===== src/rtl/write_arbiter_pkg.sv =====
// Shared widths, the packed write-port record and helper functions for write_arbiter.
// Optional statistics counters are enabled with the WRITE_ARB_STAT_EN macro.
package write_arbiter_pkg;

    localparam int unsigned LEN_WORD             = 32;
    localparam int unsigned LEN_PREG_ADDR        = 6;
    localparam int unsigned LEN_CONTEXT          = 2;
    localparam int unsigned LEN_WRITE_D_R        = 1 + LEN_PREG_ADDR + LEN_WORD;
    localparam int unsigned WRITE_ARB_N_REQ      = 3;
    localparam int unsigned WRITE_ARB_LEN_REQ_ID = 2;

    localparam logic [LEN_CONTEXT-1:0] CONTEXT_ZERO = '0;

    typedef struct packed {
        logic                     order;
        logic [LEN_PREG_ADDR-1:0] pa_rd;
        logic [LEN_WORD-1:0]      data;
    } write_d_r_t;

    function automatic logic [LEN_WRITE_D_R-1:0] pack_struct_write_d_r(input write_d_r_t s);
        return s;
    endfunction

    // Assumes at most one bit set; an all-zero input maps to index 0.
    function automatic logic [31:0] onehot_to_binary(input logic [31:0] onehot);
        logic [31:0] bin;
        bin = '0;
        for (int i = 0; i < 32; i++) begin
            if (onehot[i]) begin
                bin = bin | 32'(i);
            end
        end
        return bin;
    endfunction

    function automatic logic [31:0] popcount(input logic [31:0] v);
        logic [31:0] cnt;
        cnt = '0;
        for (int i = 0; i < 32; i++) begin
            cnt = cnt + 32'(v[i]);
        end
        return cnt;
    endfunction

endpackage


===== src/rtl/write_arbiter_rr_picker.sv =====
// Combinational round-robin picker: first eligible index at or after the pointer,
// wrapping modulo N_REQ.
module write_arbiter_rr_picker
    import write_arbiter_pkg::*;
#(
    parameter int unsigned N_REQ      = WRITE_ARB_N_REQ,
    parameter int unsigned LEN_REQ_ID = WRITE_ARB_LEN_REQ_ID
) (
    input  logic [N_REQ-1:0]      i_eligible,
    input  logic [LEN_REQ_ID-1:0] i_rr_ptr,
    output logic [N_REQ-1:0]      o_grant,
    output logic [LEN_REQ_ID-1:0] o_grant_id,
    output logic                  o_any
);

    logic [N_REQ-1:0]    w_grant;
    logic                w_found;
    logic [LEN_REQ_ID:0] w_pos;

    always_comb begin
        w_grant = '0;
        w_found = 1'b0;
        w_pos   = '0;
        for (int k = 0; k < N_REQ; k++) begin
            // Pointer is always < N_REQ, so one subtraction completes the wrap.
            w_pos = {1'b0, i_rr_ptr} + (LEN_REQ_ID+1)'(k);
            if (w_pos >= (LEN_REQ_ID+1)'(N_REQ)) begin
                w_pos = w_pos - (LEN_REQ_ID+1)'(N_REQ);
            end
            for (int j = 0; j < N_REQ; j++) begin
                if (!w_found && (w_pos == (LEN_REQ_ID+1)'(j)) && i_eligible[j]) begin
                    w_grant[j] = 1'b1;
                    w_found    = 1'b1;
                end
            end
        end
    end

    assign o_grant    = w_grant;
    assign o_grant_id = LEN_REQ_ID'(onehot_to_binary(32'(w_grant)));
    assign o_any      = |i_eligible;

endmodule


===== src/rtl/write_arbiter.sv =====
// Shares the single register-file write port among N_REQ requesters via one-entry slots,
// round-robin selection and context flush. WRITE_ARB_STAT_EN adds statistics counters.
module write_arbiter
    import write_arbiter_pkg::*;
#(
    parameter int unsigned N_REQ      = WRITE_ARB_N_REQ,
    parameter int unsigned LEN_REQ_ID = WRITE_ARB_LEN_REQ_ID
) (
    input  logic                           clk,
    input  logic                           rstn,
    input  logic [N_REQ-1:0]               req_valid,
    output logic [N_REQ-1:0]               req_ready,
    input  logic [N_REQ*LEN_PREG_ADDR-1:0] req_pa_rd,
    input  logic [N_REQ*LEN_WORD-1:0]      req_data,
    input  logic [N_REQ*LEN_CONTEXT-1:0]   req_context,
    input  logic                           branch_hazard,
    input  logic [LEN_CONTEXT-1:0]         hazard_context_info,
    output logic [LEN_WRITE_D_R-1:0]       w_write_d_r,
    output logic [LEN_REQ_ID-1:0]          grant_id
`ifdef WRITE_ARB_STAT_EN
    ,
    output logic [31:0]                    stat_conflict,
    output logic [31:0]                    stat_flush
`endif
);

    logic [N_REQ-1:0]         r_slot_valid;
    logic [LEN_PREG_ADDR-1:0] r_pa_rd   [N_REQ];
    logic [LEN_WORD-1:0]      r_data    [N_REQ];
    logic [LEN_CONTEXT-1:0]   r_context [N_REQ];
    logic [LEN_REQ_ID-1:0]    r_rr_ptr;

    logic [N_REQ-1:0]         w_kill_slot;
    logic [N_REQ-1:0]         w_kill_in;
    logic [N_REQ-1:0]         w_eligible;
    logic [N_REQ-1:0]         w_grant;
    logic [LEN_REQ_ID-1:0]    w_grant_id;
    logic                     w_any;
    logic [N_REQ-1:0]         w_ready;
    logic [N_REQ-1:0]         w_load;
    logic [LEN_PREG_ADDR-1:0] w_out_pa;
    logic [LEN_WORD-1:0]      w_out_data;
    logic [LEN_REQ_ID-1:0]    w_rr_next;
    write_d_r_t               w_write;

    always_comb begin
        w_kill_slot = '0;
        w_kill_in   = '0;
        for (int i = 0; i < N_REQ; i++) begin
            w_kill_slot[i] = r_slot_valid[i] & branch_hazard
                           & (|(r_context[i] & hazard_context_info));
            w_kill_in[i]   = branch_hazard
                           & (|(req_context[i*LEN_CONTEXT +: LEN_CONTEXT] & hazard_context_info));
        end
    end

    assign w_eligible = r_slot_valid & ~w_kill_slot;

    write_arbiter_rr_picker #(
        .N_REQ      (N_REQ),
        .LEN_REQ_ID (LEN_REQ_ID)
    ) u_rr_picker (
        .i_eligible (w_eligible),
        .i_rr_ptr   (r_rr_ptr),
        .o_grant    (w_grant),
        .o_grant_id (w_grant_id),
        .o_any      (w_any)
    );

    // Ready is independent of req_valid, so no combinational loop through requesters.
    assign w_ready   = ~r_slot_valid | w_grant | w_kill_slot;
    assign req_ready = w_ready;

    always_comb begin
        w_load = '0;
        for (int i = 0; i < N_REQ; i++) begin
            w_load[i] = req_valid[i] & w_ready[i] & ~w_kill_in[i]
                      & (req_pa_rd[i*LEN_PREG_ADDR +: LEN_PREG_ADDR] != '0);
        end
    end

    always_comb begin
        w_out_pa   = '0;
        w_out_data = '0;
        for (int i = 0; i < N_REQ; i++) begin
            if (w_grant[i]) begin
                w_out_pa   = r_pa_rd[i];
                w_out_data = r_data[i];
            end
        end
    end

    assign w_write.order = w_any;
    assign w_write.pa_rd = w_out_pa;
    assign w_write.data  = w_out_data;
    assign w_write_d_r   = pack_struct_write_d_r(w_write);
    assign grant_id      = w_grant_id;

    assign w_rr_next = (w_grant_id == LEN_REQ_ID'(N_REQ - 1)) ? '0 : w_grant_id + 1'b1;

    always_ff @(posedge clk or negedge rstn) begin
        if (!rstn) begin
            r_rr_ptr <= '0;
        end else if (w_any) begin
            r_rr_ptr <= w_rr_next;
        end
    end

    always_ff @(posedge clk or negedge rstn) begin
        if (!rstn) begin
            r_slot_valid <= '0;
            for (int i = 0; i < N_REQ; i++) begin
                r_pa_rd[i]   <= '0;
                r_data[i]    <= '0;
                r_context[i] <= CONTEXT_ZERO;
            end
        end else begin
            for (int i = 0; i < N_REQ; i++) begin
                if (w_load[i]) begin
                    r_slot_valid[i] <= 1'b1;
                    r_pa_rd[i]      <= req_pa_rd[i*LEN_PREG_ADDR +: LEN_PREG_ADDR];
                    r_data[i]       <= req_data[i*LEN_WORD +: LEN_WORD];
                    r_context[i]    <= req_context[i*LEN_CONTEXT +: LEN_CONTEXT];
                end else if (w_grant[i] | w_kill_slot[i]) begin
                    r_slot_valid[i] <= 1'b0;
                end
            end
        end
    end

`ifdef WRITE_ARB_STAT_EN
    logic [31:0] r_stat_conflict;
    logic [31:0] r_stat_flush;
    logic [31:0] w_flush_inc;
    logic [32:0] w_flush_sum;

    assign w_flush_inc = popcount(32'(w_kill_slot))
                       + popcount(32'(w_kill_in & req_valid & w_ready));
    assign w_flush_sum = {1'b0, r_stat_flush} + {1'b0, w_flush_inc};

    always_ff @(posedge clk or negedge rstn) begin
        if (!rstn) begin
            r_stat_conflict <= '0;
            r_stat_flush    <= '0;
        end else begin
            if (popcount(32'(w_eligible)) > 32'd1) begin
                r_stat_conflict <= r_stat_conflict + 32'd1;
            end
            r_stat_flush <= w_flush_sum[32] ? '1 : w_flush_sum[31:0];
        end
    end

    assign stat_conflict = r_stat_conflict;
    assign stat_flush    = r_stat_flush;
`endif

endmodule


===== config.mk =====
export PLATFORM = sky130hd
export DESIGN_NAME = write_arbiter
export DESIGN_NICKNAME = d
export VERILOG_FILES = /design/src/rtl/write_arbiter_pkg.sv /design/src/rtl/write_arbiter_rr_picker.sv /design/src/rtl/write_arbiter.sv
export SDC_FILE = /design/constraint.sdc
export NUM_CORES = 1
export LEC_CHECK = 0
export ABC_AREA = 1
export CORE_ASPECT_RATIO = 0.5
export CORE_MARGIN = 2
export CORE_UTILIZATION = 44
export DETAILED_ROUTE_END_ITERATION = 16
export PLACE_DENSITY_LB_ADDON = 0.25
export SLEW_MARGIN = 20
export SYNTH_ARGS = -nofsm -noshare
export SYNTH_HDL_FRONTEND = slang
export SYNTH_SLANG_ARGS = --single-unit

===== constraint.sdc =====
create_clock -name clk -period 3.3 [get_ports clk]
set_input_delay 0.99 -clock clk [delete_from_list [all_inputs] [get_ports clk]]
set_output_delay 0.99 -clock clk [all_outputs]
set_load 0.1 [all_outputs]

* Word-level counts from Yosys, hierarchy flattened
Cells that the tools add are included.
** Word-level totals
- Register bits :: 125
- Word-level logic and storage cells :: 139
** Cells by class
- Equality and inequality tests :: 7
- $lt $le $gt $ge :: 3
- Reduce and logical (&&, ||, !) cells :: 41
- Muxes and demuxes :: 34
- Bitwise operators :: 35
- Add/sub/neg operators :: 6
** Operator list (count)
- $mux W32 :: 3
- $mux W1 :: 23
- $and A1 B1 Y1 :: 18
- $mux W6 :: 3
- $reduce_bool A6 Y1 :: 3
- $logic_and A1 B1 Y1 :: 17
- $and A2 B2 Y2 :: 6
- $reduce_or A2 Y1 :: 6
- $eq A3 B1 Y1 const B :: 3
- $eq A3 B2 Y1 const B :: 3
- $logic_not A3 Y1 :: 3
- $mux W3 :: 3
- $logic_not A1 Y1 :: 8
- $ge A3 B2 Y1 const B :: 2
- $not A3 Y3 :: 2
- $or A3 B3 Y3 :: 2
- $reduce_bool A2 Y1 :: 3
- $sub A3 B2 Y3 const B :: 2
- $mux W2 :: 2
- $add A2 B1 Y3 const B :: 1
- $add A2 B2 Y3 const B :: 1
- $and A3 B3 Y3 :: 1
- $not A1 Y1 :: 3
- $or A1 B1 Y1 :: 3
- 5 further kinds :: 5

* Logic depth before layout (Yosys ltp)
Gate-level depths: netlist of run 1.
- Depth in word-level cells :: 45
- Mapped depth :: 16

* Hierarchy
A second synthesis of run 1 with hierarchy kept.
** Second synthesis, totals
- Cell total of the unflattened synthesis :: 899
- Area total of the unflattened synthesis :: 7011.7 um^2
** Modules (own cells, without submodules)
- write_arbiter :: sequential area each 3128.0 um^2, cells an instance 860, times used 1, area an instance 6819.0 um^2
- write_arbiter_rr_picker :: sequential area each 0.0 um^2, cells an instance 39, times used 1, area an instance 192.7 um^2

* Least setup slack after synthesis of run 1
OpenSTA, ideal clock, no wires.
- Kind :: input -> output
- Start :: input hazard_context_info[1]
- End :: output w_write_d_r[28]
- Stages on the path :: 10
- Arrival :: 3628 ps
- Data required time :: 2310 ps
- Path slack :: -1318 ps
- Cells stage by stage :: nand2_1 > nand2_1 > a21boi_1 > nand2_1 > o21ai_1 > inv_1 > nand2_2 > clkbuf_1 > nand2_1 > nand2_1
** Between the ends
- Word-level cells in the longest chain between the ends :: 40
- Elaborated cells on any way between the ends :: 55
** RTL lines
- start, declared :: line write_arbiter.sv:17 : input logic [LEN_CONTEXT-1:0] hazard_context_info,
- $and A2 B2 Y2 :: line write_arbiter.sv:51 : & (|(r_context[i] & hazard_context_info));
- $reduce_or A2 Y1 :: line write_arbiter.sv:51
- $and A1 B1 Y1 :: line write_arbiter.sv:51
- $not A3 Y3 (*) :: line write_arbiter.sv:57 : assign w_eligible = r_slot_valid & ~w_kill_slot;
- $and A3 B3 Y3 (*) :: line write_arbiter.sv:57
- $logic_and A1 B1 Y1 :: line write_arbiter_rr_picker.sv:31 : if (!w_found && (w_pos == (LEN_REQ_ID+1)'(j)) && i_eligible[j]) begin
- $mux W1 :: line write_arbiter_rr_picker.sv:31
- $logic_not A1 Y1 :: line write_arbiter_rr_picker.sv:31
- [22 not listed]
- $mux W1 :: line write_arbiter_rr_picker.sv:31
- $logic_not A1 Y1 :: line write_arbiter_rr_picker.sv:31
- $logic_and A1 B1 Y1 (2 in series) :: line write_arbiter_rr_picker.sv:31
- $mux W1 :: line write_arbiter_rr_picker.sv:31
- $logic_not A1 Y1 :: line write_arbiter_rr_picker.sv:31
- $logic_and A1 B1 Y1 (2 in series) :: line write_arbiter_rr_picker.sv:31
- $mux W1 :: line write_arbiter_rr_picker.sv:31
- $mux W32 (*) :: line write_arbiter.sv:86 : if (w_grant[i]) begin
- end, declared :: line write_arbiter.sv:18 : output logic [LEN_WRITE_D_R-1:0] w_write_d_r,
Mark *: on every way between the ends. The rest lies on a longest branch, timed or not.

* Worst setup path after layout of run 1
- Start :: register r_rr_ptr[1]
- End :: output w_write_d_r[16]
** Between the ends
- Word-level cells in the longest chain between the ends :: 38
- Elaborated cells on any way between the ends :: 64
** RTL lines
- start, declared :: line write_arbiter.sv:31 : logic [LEN_REQ_ID-1:0] r_rr_ptr;
- start signal, assigned :: line write_arbiter.sv:105 : r_rr_ptr <= w_rr_next;
- $sub A2 B2 Y3 or $ge A2 B2 Y1 (tied branches) :: line write_arbiter_rr_picker.sv:28, write_arbiter_rr_picker.sv:27
- $mux W3 :: line write_arbiter_rr_picker.sv:27 : if (w_pos >= (LEN_REQ_ID+1)'(N_REQ)) begin
- $logic_not A3 Y1 :: line write_arbiter_rr_picker.sv:31
- $logic_and A1 B1 Y1 :: line write_arbiter_rr_picker.sv:31
- $mux W1 :: line write_arbiter_rr_picker.sv:31
- $logic_not A1 Y1 :: line write_arbiter_rr_picker.sv:31
- $logic_and A1 B1 Y1 (2 in series) :: line write_arbiter_rr_picker.sv:31
- $mux W1 :: line write_arbiter_rr_picker.sv:31
- [19 not listed]
- $mux W1 :: line write_arbiter_rr_picker.sv:31
- $logic_not A1 Y1 :: line write_arbiter_rr_picker.sv:31
- $logic_and A1 B1 Y1 (2 in series) :: line write_arbiter_rr_picker.sv:31
- $mux W1 :: line write_arbiter_rr_picker.sv:31
- $logic_not A1 Y1 :: line write_arbiter_rr_picker.sv:31
- $logic_and A1 B1 Y1 (2 in series) :: line write_arbiter_rr_picker.sv:31
- $mux W1 :: line write_arbiter_rr_picker.sv:31
- $mux W32 (*) :: line write_arbiter.sv:86
Marked as above.

==> results of run 1 <==
[cell type report]
class	count	area share (%)
Multi-Input combinational cell	664	37.7
Inverter	59	1.83
Sequential cell	125	25.3
Timing Repair Buffer	268	28.5
Clock buffer	18	3.55
Tap cell	198	2.00
Clock inverter	14	1.10
[flip-flops by register name (all words and copies together), names as in the netlist]
name / count
r_rr_ptr: 2
r_pa_rd: 18
r_data: 96
r_slot_valid: 3
r_context: 6
[cells by family (layout without fill, tap and decap cells)]
logic type,count (synthesis),in the layout,synth area share [%]
DFF,125,125,48.6
and+or+nand+nor,573,573,36.0
AOI/OAI and AO/OA,88,88,7.10
adders and majority gates,3,3,0.584
buffers and inverters,116,359,7.72
[worst max-delay path, cell delays in order, from the launching register on]
cell       delay, ps
dfrtp_1          500
inv_1             90
ha_1             280
nand3_4          130
nand3_4           90
buf_4            160
inv_2            100
nand2_1          170
nor2_1           200
nand4_1          230
nand2_4          210
buf_12           150
clkbuf_16        180
nand2_2          100
nand2_8           90
buf_12           160
[what timing repair did]
| item | 4_1_cts | 5_1_grt |
|---|---|---|
| cloned | 6 | 8 |
| resized for setup | 139 | 197 |
| pin swaps | 38 | 62 |
| buffers inserted | 15 | 20 |
| endpoints found under the hold margin | 0 | 0 |
| endpoints found under the setup margin | 125 | 44 |
[routing by layer]
layer  GRT usage (%)  routed length, um
met3            6.29               3350
met2            52.0              14200
met4            16.4               2180
met1            38.1              11400
met5               0                  0
[metrics by stage]
step                cells  hold WS, ps  utilization, %  setup TNS (ps)  cell area [um2]
floorplan             905          442               -           -4270             7350
global placement     1266          455            69.1          -80560             9940
detailed placement   1266          458            69.1          -97470             9940
CTS                  1319          473            78.2          -21690            11300
global route         1346          515            86.1          -52580            12400
finish               1346          494            86.1          -48840            12400
[how the worst max path moves through the flow]
stage,start,to,slack [ps],depth (start not counted)
after floorplan,hazard_context_info[1],w_write_d_r[10],-120,13
after global placement,hazard_context_info[1],w_write_d_r[37],-970,15
after detailed placement,hazard_context_info[1],w_write_d_r[37],-1100,15
after CTS,hazard_context_info[0],w_write_d_r[12],-600,17
after global routing,r_rr_ptr[1]$_DFFE_PN0P_,w_write_d_r[16],-980,15
final,r_rr_ptr[1]$_DFFE_PN0P_,w_write_d_r[16],-990,15
[cell usage in the layout, fill, tap and decap left out, types with 3 or more instances in the layout]
master           synthesis  final
buf_8                    0      5
clkdlybuf4s50_1          0    123
clkbuf_16                0     24
nor4_1                   3      3
nor2_1                  44     42
inv_6                    0      4
nand2_2                  3     71
buf_12                   0     71
a21oi_4                  0      5
inv_1                   56     53
buf_4                    3     44
dfrtp_1                125    125
nand3_1                 86     83
nand2_8                  0     39
clkinvlp_4               0      5
inv_2                    3      4
nand2_4                  0    104
nor2_4                   1      3
a21oi_2                  0     19
nand3_4                  0      6
buf_16                   0      6
a21oi_1                 77     53
nand2_1                427    216
buf_6                    1     12
nand4_1                  3      3
==> results.toml, run 1 <==
[setup_path]
worst_endpoint_required_time_ps = 2310
crit-reg2reg-capture = "r_pa_rd[5]$_DFFE_PN0P_"
rrSetupSlack_ps = -310
critical_path_peak_fanout = 7
worst-setup-path-type = "reg2out"
r2r_cells = 17
reg2reg_from = "r_rr_ptr[1]$_DFFE_PN0P_"
worst-endpoint-arrival_ps = 3300
timing.critical_path.to_type = "output pin"
worstSetupStartpointType = "register"

[status]
outcome = "finished, violations left"
violations = "negative setup slack"

[routing]
drt_pre_antenna_iters = 7
wire_length_after_detailed_routing_um = 31100
drt-initial-drc-count = 1044
vias = 8033
postRouteAntennaNets = 0
wire_per_inst_um = 23.1
via_per_inst = 5.97
drc = 0

[place]
hpwl_um = 15000
gp_routability_congestion = 0.874
place.port_buffers = 171
pre_cts_ws_ps = -1100

[die]
std_cell_rows = 31
floorplan.initialDensity_pct = 44.7
pin_count = 172
coreArea_mm2 = 0.0144
fp.dieArea_mm2 = 0.0157
chipHeight_um = 89.5
die_w_um = 175

[cts]
tritoncts = "yes"
clock-sinks = 125
cts-htree-levels = 4
clk_pin_slew_worst_paths_ps = 60
cts_root_buf = "clkbuf_16"
clock_tree.buffer_depth = 2
tritoncts.num_buffers = 17
ctsHoldBuffers = 0
clkLatencyLatePin_ps = 440

[finish]
diodes = 0
multi_input_area_mm2 = 0.00467
layout-area-overhead-vs-synth_pct = 92.6
final_net_count = 1266
seqCellArea_mm2 = 0.00313
filler_cell_count = 630
final_layout_size_suffix_gt1_share_pct = 38.2

[sta]
clock.fmax_mhz = 233
fin_crit_sh_pct = 130
worst_slew_margin_rel_pct = 45.4
postLayoutSetupSlackWorst_ps = -991
final-max-slew-violation-count = 0
number_of_endpoints_with_negative_hold_slack_in_the_final_report = 0
final-setup-viol-count = 124
finalCriticalPeriod_ps = 4290
tightest_slew_ps = 820
grt_setup_unrepaired = "yes"
fin_skew_ps = 14.8

[synthesis]
yosys_register_bits = 125
synthesis.instances = 905
ys_warn_count = 0
syn_nets = 1036
synth_top_cells_by_area = "dfrtp_1 49%, nand2_1 25%, nand3_1 6.7%"
ys_seq_area_share_pct = 48.6
synthDominantAreaCellType = "dfrtp_1"
synth_cell_types = 25
synth_top_flop_cell = "dfrtp_1"
syn_area_per_cell_um2 = 7.11
synth.top_cell.area_share_pct = 48.6
synth_edf_count = 0
synth_async_sr_flop_share_pct = 100
synth_most_common_cell = "nand2_1"
netlist_top_cells_count = "427 x nand2_1, 125 x dfrtp_1, 86 x nand3_1"
syn_area_mm2 = 0.00643

[grt]
grt_antenna_before_repair = 0
globalRouteOverflowTotal = 0
largest_net_degree_at_the_start_of_global_routing = 59
total_global_routing_track_utilization_pct = 30.7
grt_pass1_vias = 7251
grt_pass1_wl_um = 36800

[worst_hold_path]
hold_start = "r_pa_rd[9]$_DFFE_PN0P_"
min_to = "r_pa_rd[9]$_DFFE_PN0P_"
worstHoldPathCells = 2
worstHoldPathType = "reg2reg"

[run]
maxCapViolCount = 0
Power of run 1 is left out: the tool's default activity adds up to more than one toggle a clock period on the data nets, which glitch-free logic cannot reach.
==> run 2: changes to the inputs <==
--- a/config.mk
+++ b/config.mk
@@ -6,7 +6,7 @@
 export NUM_CORES = 1
 export LEC_CHECK = 0
 export ABC_AREA = 1
-export CORE_ASPECT_RATIO = 0.5
+export CAP_MARGIN = 20
 export CORE_MARGIN = 2
 export CORE_UTILIZATION = 44
 export DETAILED_ROUTE_END_ITERATION = 16
==> run 2 against run 1 <==
Compared with the run above:
- the run still ends with negative setup slack left
- critical path depth grew 2
- maximum frequency increased by 4.3%
- final cell count down 0.97%
- count of clock-buffer cells in the layout rose by 4
- non-clock buffer count unchanged
- utilization fell by 2.1 points
- via count down 5.8%
- design area is 2.2% lower
- die area decreased by 0.38%
- wire length fell by 11%
- hold slack got worse by 22 ps
- critical path type is now in2out
==> results.toml, run 2 (synthesized netlist as in run 1, its figures left out) <==
[sta]
hold_slack_ps = 471
worst_slew_margin_rel_pct = 52.8
grt_setup_unrepaired = "yes"
fin_skew_ps = 8.75
clock.fmax_mhz = 243
final-max-slew-violation-count = 0
tightest_slew_ps = 708
final-setup-viol-count = 46
fin_crit_sh_pct = 125
finalCriticalPeriod_ps = 4110
postLayoutSetupSlackWorst_ps = -812
number_of_endpoints_with_negative_hold_slack_in_the_final_report = 0

[finish]
multi_input_area_mm2 = 0.00460
seqCellArea_mm2 = 0.00313
most_common_library_cell_in_the_layout_ignoring_fill_and_taps = "nand2_1"
layout-area-overhead-vs-synth_pct = 88.4
final_net_count = 1269
final_cell_mix = "230 x nand2_1, 125 x dfrtp_1, 123 x clkdlybuf4s50_1, 99 x nand2_4, 83 x nand3_1"
diodes = 0
final_layout_size_suffix_gt1_share_pct = 36.7
top_regs = "r_data x96, r_pa_rd x18, r_context x6"
number_of_flip_flops_in_the_largest_register = 96
largest-register = "r_data"
filler_cell_count = 737

[grt]
grt_pass1_wl_um = 40800
met3_usage_pct = 7.43
gr-max-usage-layer = "met2"
groute.layer.met2.usage_pct = 56.4
grtUsageMet1_pct = 40.8
largest_net_degree_at_the_start_of_global_routing = 54
total_global_routing_track_utilization_pct = 33.5
grt_pass1_vias = 7765
globalRouteOverflowTotal = 0
grt_antenna_before_repair = 0

[cts]
ctsHoldBuffers = 0
tritoncts.num_buffers = 17
clkLatencyLatePin_ps = 430
clk_pin_slew_worst_paths_ps = 50
cts_root_buf = "clkbuf_16"
clock_tree.buffer_depth = 2
clock-sinks = 125
cts-htree-levels = 4
tritoncts = "yes"

[die]
coreArea_mm2 = 0.0144
floorplan.initialDensity_pct = 44.6
fp.dieArea_mm2 = 0.0156
die_w_um = 125
std_cell_rows = 44
pin_count = 172
chipHeight_um = 125

[setup_path]
rrSetupSlack_ps = 100
timing.critical_path.to_type = "output pin"
cpMostUsedCell = "nand2_1"
r2r_cells = 19
timing.critical_path.cells = "buf_2 > nand2_1 > inv_1 > nand2_2 > nand2_1 > inv_2 > nand2_2 > buf_4 > nand4_1 > buf_4 > buf_12 > a21oi_1 > nand2_1 > nand2_4 > nand2_4 > nand2_8 > buf_12"
critPathSlowestCell = "a21oi_1"
worst-endpoint-arrival_ps = 3120
reg2reg_from = "r_rr_ptr[0]$_DFFE_PN0P_"
worst_endpoint_required_time_ps = 2310
cpPeakStageDelay_ps = 250
crit_start = "branch_hazard"
worst-setup-path-type = "in2out"
crit-reg2reg-capture = "r_data[63]$_DFFE_PN0P_"
critical_path_peak_fanout = 16
worstSetupStartpointType = "input port"

[run]
maxCapViolCount = 0

[worst_hold_path]
worstHoldPathType = "reg2reg"
hold_start = "r_data[30]$_DFFE_PN0P_"
min_to = "r_data[30]$_DFFE_PN0P_"
worstHoldPathCells = 2

[routing]
postRouteAntennaNets = 0
vias = 7570
drt-initial-drc-count = 672
drc = 0
wire_length_after_detailed_routing_um = 27700
drt_pre_antenna_iters = 5
wire_per_inst_um = 20.8
via_per_inst = 5.68

[place]
gp_routability_congestion = 0.892
hpwl_um = 14700
place.port_buffers = 171

[status]
violations = "negative setup slack"
outcome = "finished, violations left"
## run 2: changes by cell type in the layout (fill, tap and decap cells not counted), sizes merged
cell / change
clkinv: +2
nor2: +3
clkbuf: -2
clkinvlp: -4
buf: +6
bufinv: +1
inv: -5
## run 2: cell type report
cell class | instances | area share (%)
clock buffer | 22 | 3.83
clock inverter | 8 | 0.764
inverter | 59 | 1.89
multi-input combinational | 667 | 38.0
sequential | 125 | 25.8
tap | 184 | 1.90
timing repair buffer | 268 | 27.8
## run 2: worst max path at each step
stage	slack, ps	end	depth (start not counted)
floorplan	-120	w_write_d_r[10]	13
global placement	-1400	w_write_d_r[36]	16
detailed placement	-1420	w_write_d_r[14]	16
CTS	-600	w_write_d_r[27]	19
global route	-850	w_write_d_r[11]	17
finish	-810	w_write_d_r[11]	17
## run 2: critical path, delay by kind of cell
kind / cells / cell delay [ps]
and+or+nand+nor: 9 / 970
buffers and inverters: 7 / 890
AOI/OAI and AO/OA: 1 / 250
## run 2: what timing repair did
action                                  CTS  global route
endpoints found under the hold margin     0             0
buffers inserted                         29             5
gates resized for setup                 180           128
pin swaps                                41            82
endpoints found under the setup margin  133            84
cloned                                   10             1
## run 2: stage by stage
stage                     utilization, %  worst slack [ps]  cell area, um2  setup TNS (ps)  std cells
final                               84.0              -812           12100          -31280       1333
after global routing                84.0              -854           12100          -33840       1333
after CTS                           80.9              -599           11700          -21950       1332
after detailed placement            69.4             -1420           10000         -140670       1264
after global placement              69.4             -1400           10000         -129530       1264
after floorplan                        -              -122            7350           -4270        905
## run 2: per-layer routing
metal / share of wire (%) / routed length, um
met2: 50 / 13800
met1: 37 / 10300
met4: 4.8 / 1330
met5: 0 / 0
met3: 8.5 / 2350
Power of run 2 is left out for the same reason.
==> run 3: changes to the inputs <==
--- a/config.mk
+++ b/config.mk
@@ -11,7 +11,6 @@
 export CORE_UTILIZATION = 44
 export DETAILED_ROUTE_END_ITERATION = 16
 export PLACE_DENSITY_LB_ADDON = 0.25
-export SLEW_MARGIN = 20
 export SYNTH_ARGS = -nofsm -noshare
 export SYNTH_HDL_FRONTEND = slang
 export SYNTH_SLANG_ARGS = --single-unit
==> results of run 3 <==
No change in the layout: final DEF, timing and power equal those of run 2.
Power of run 3 is left out for the same reason.
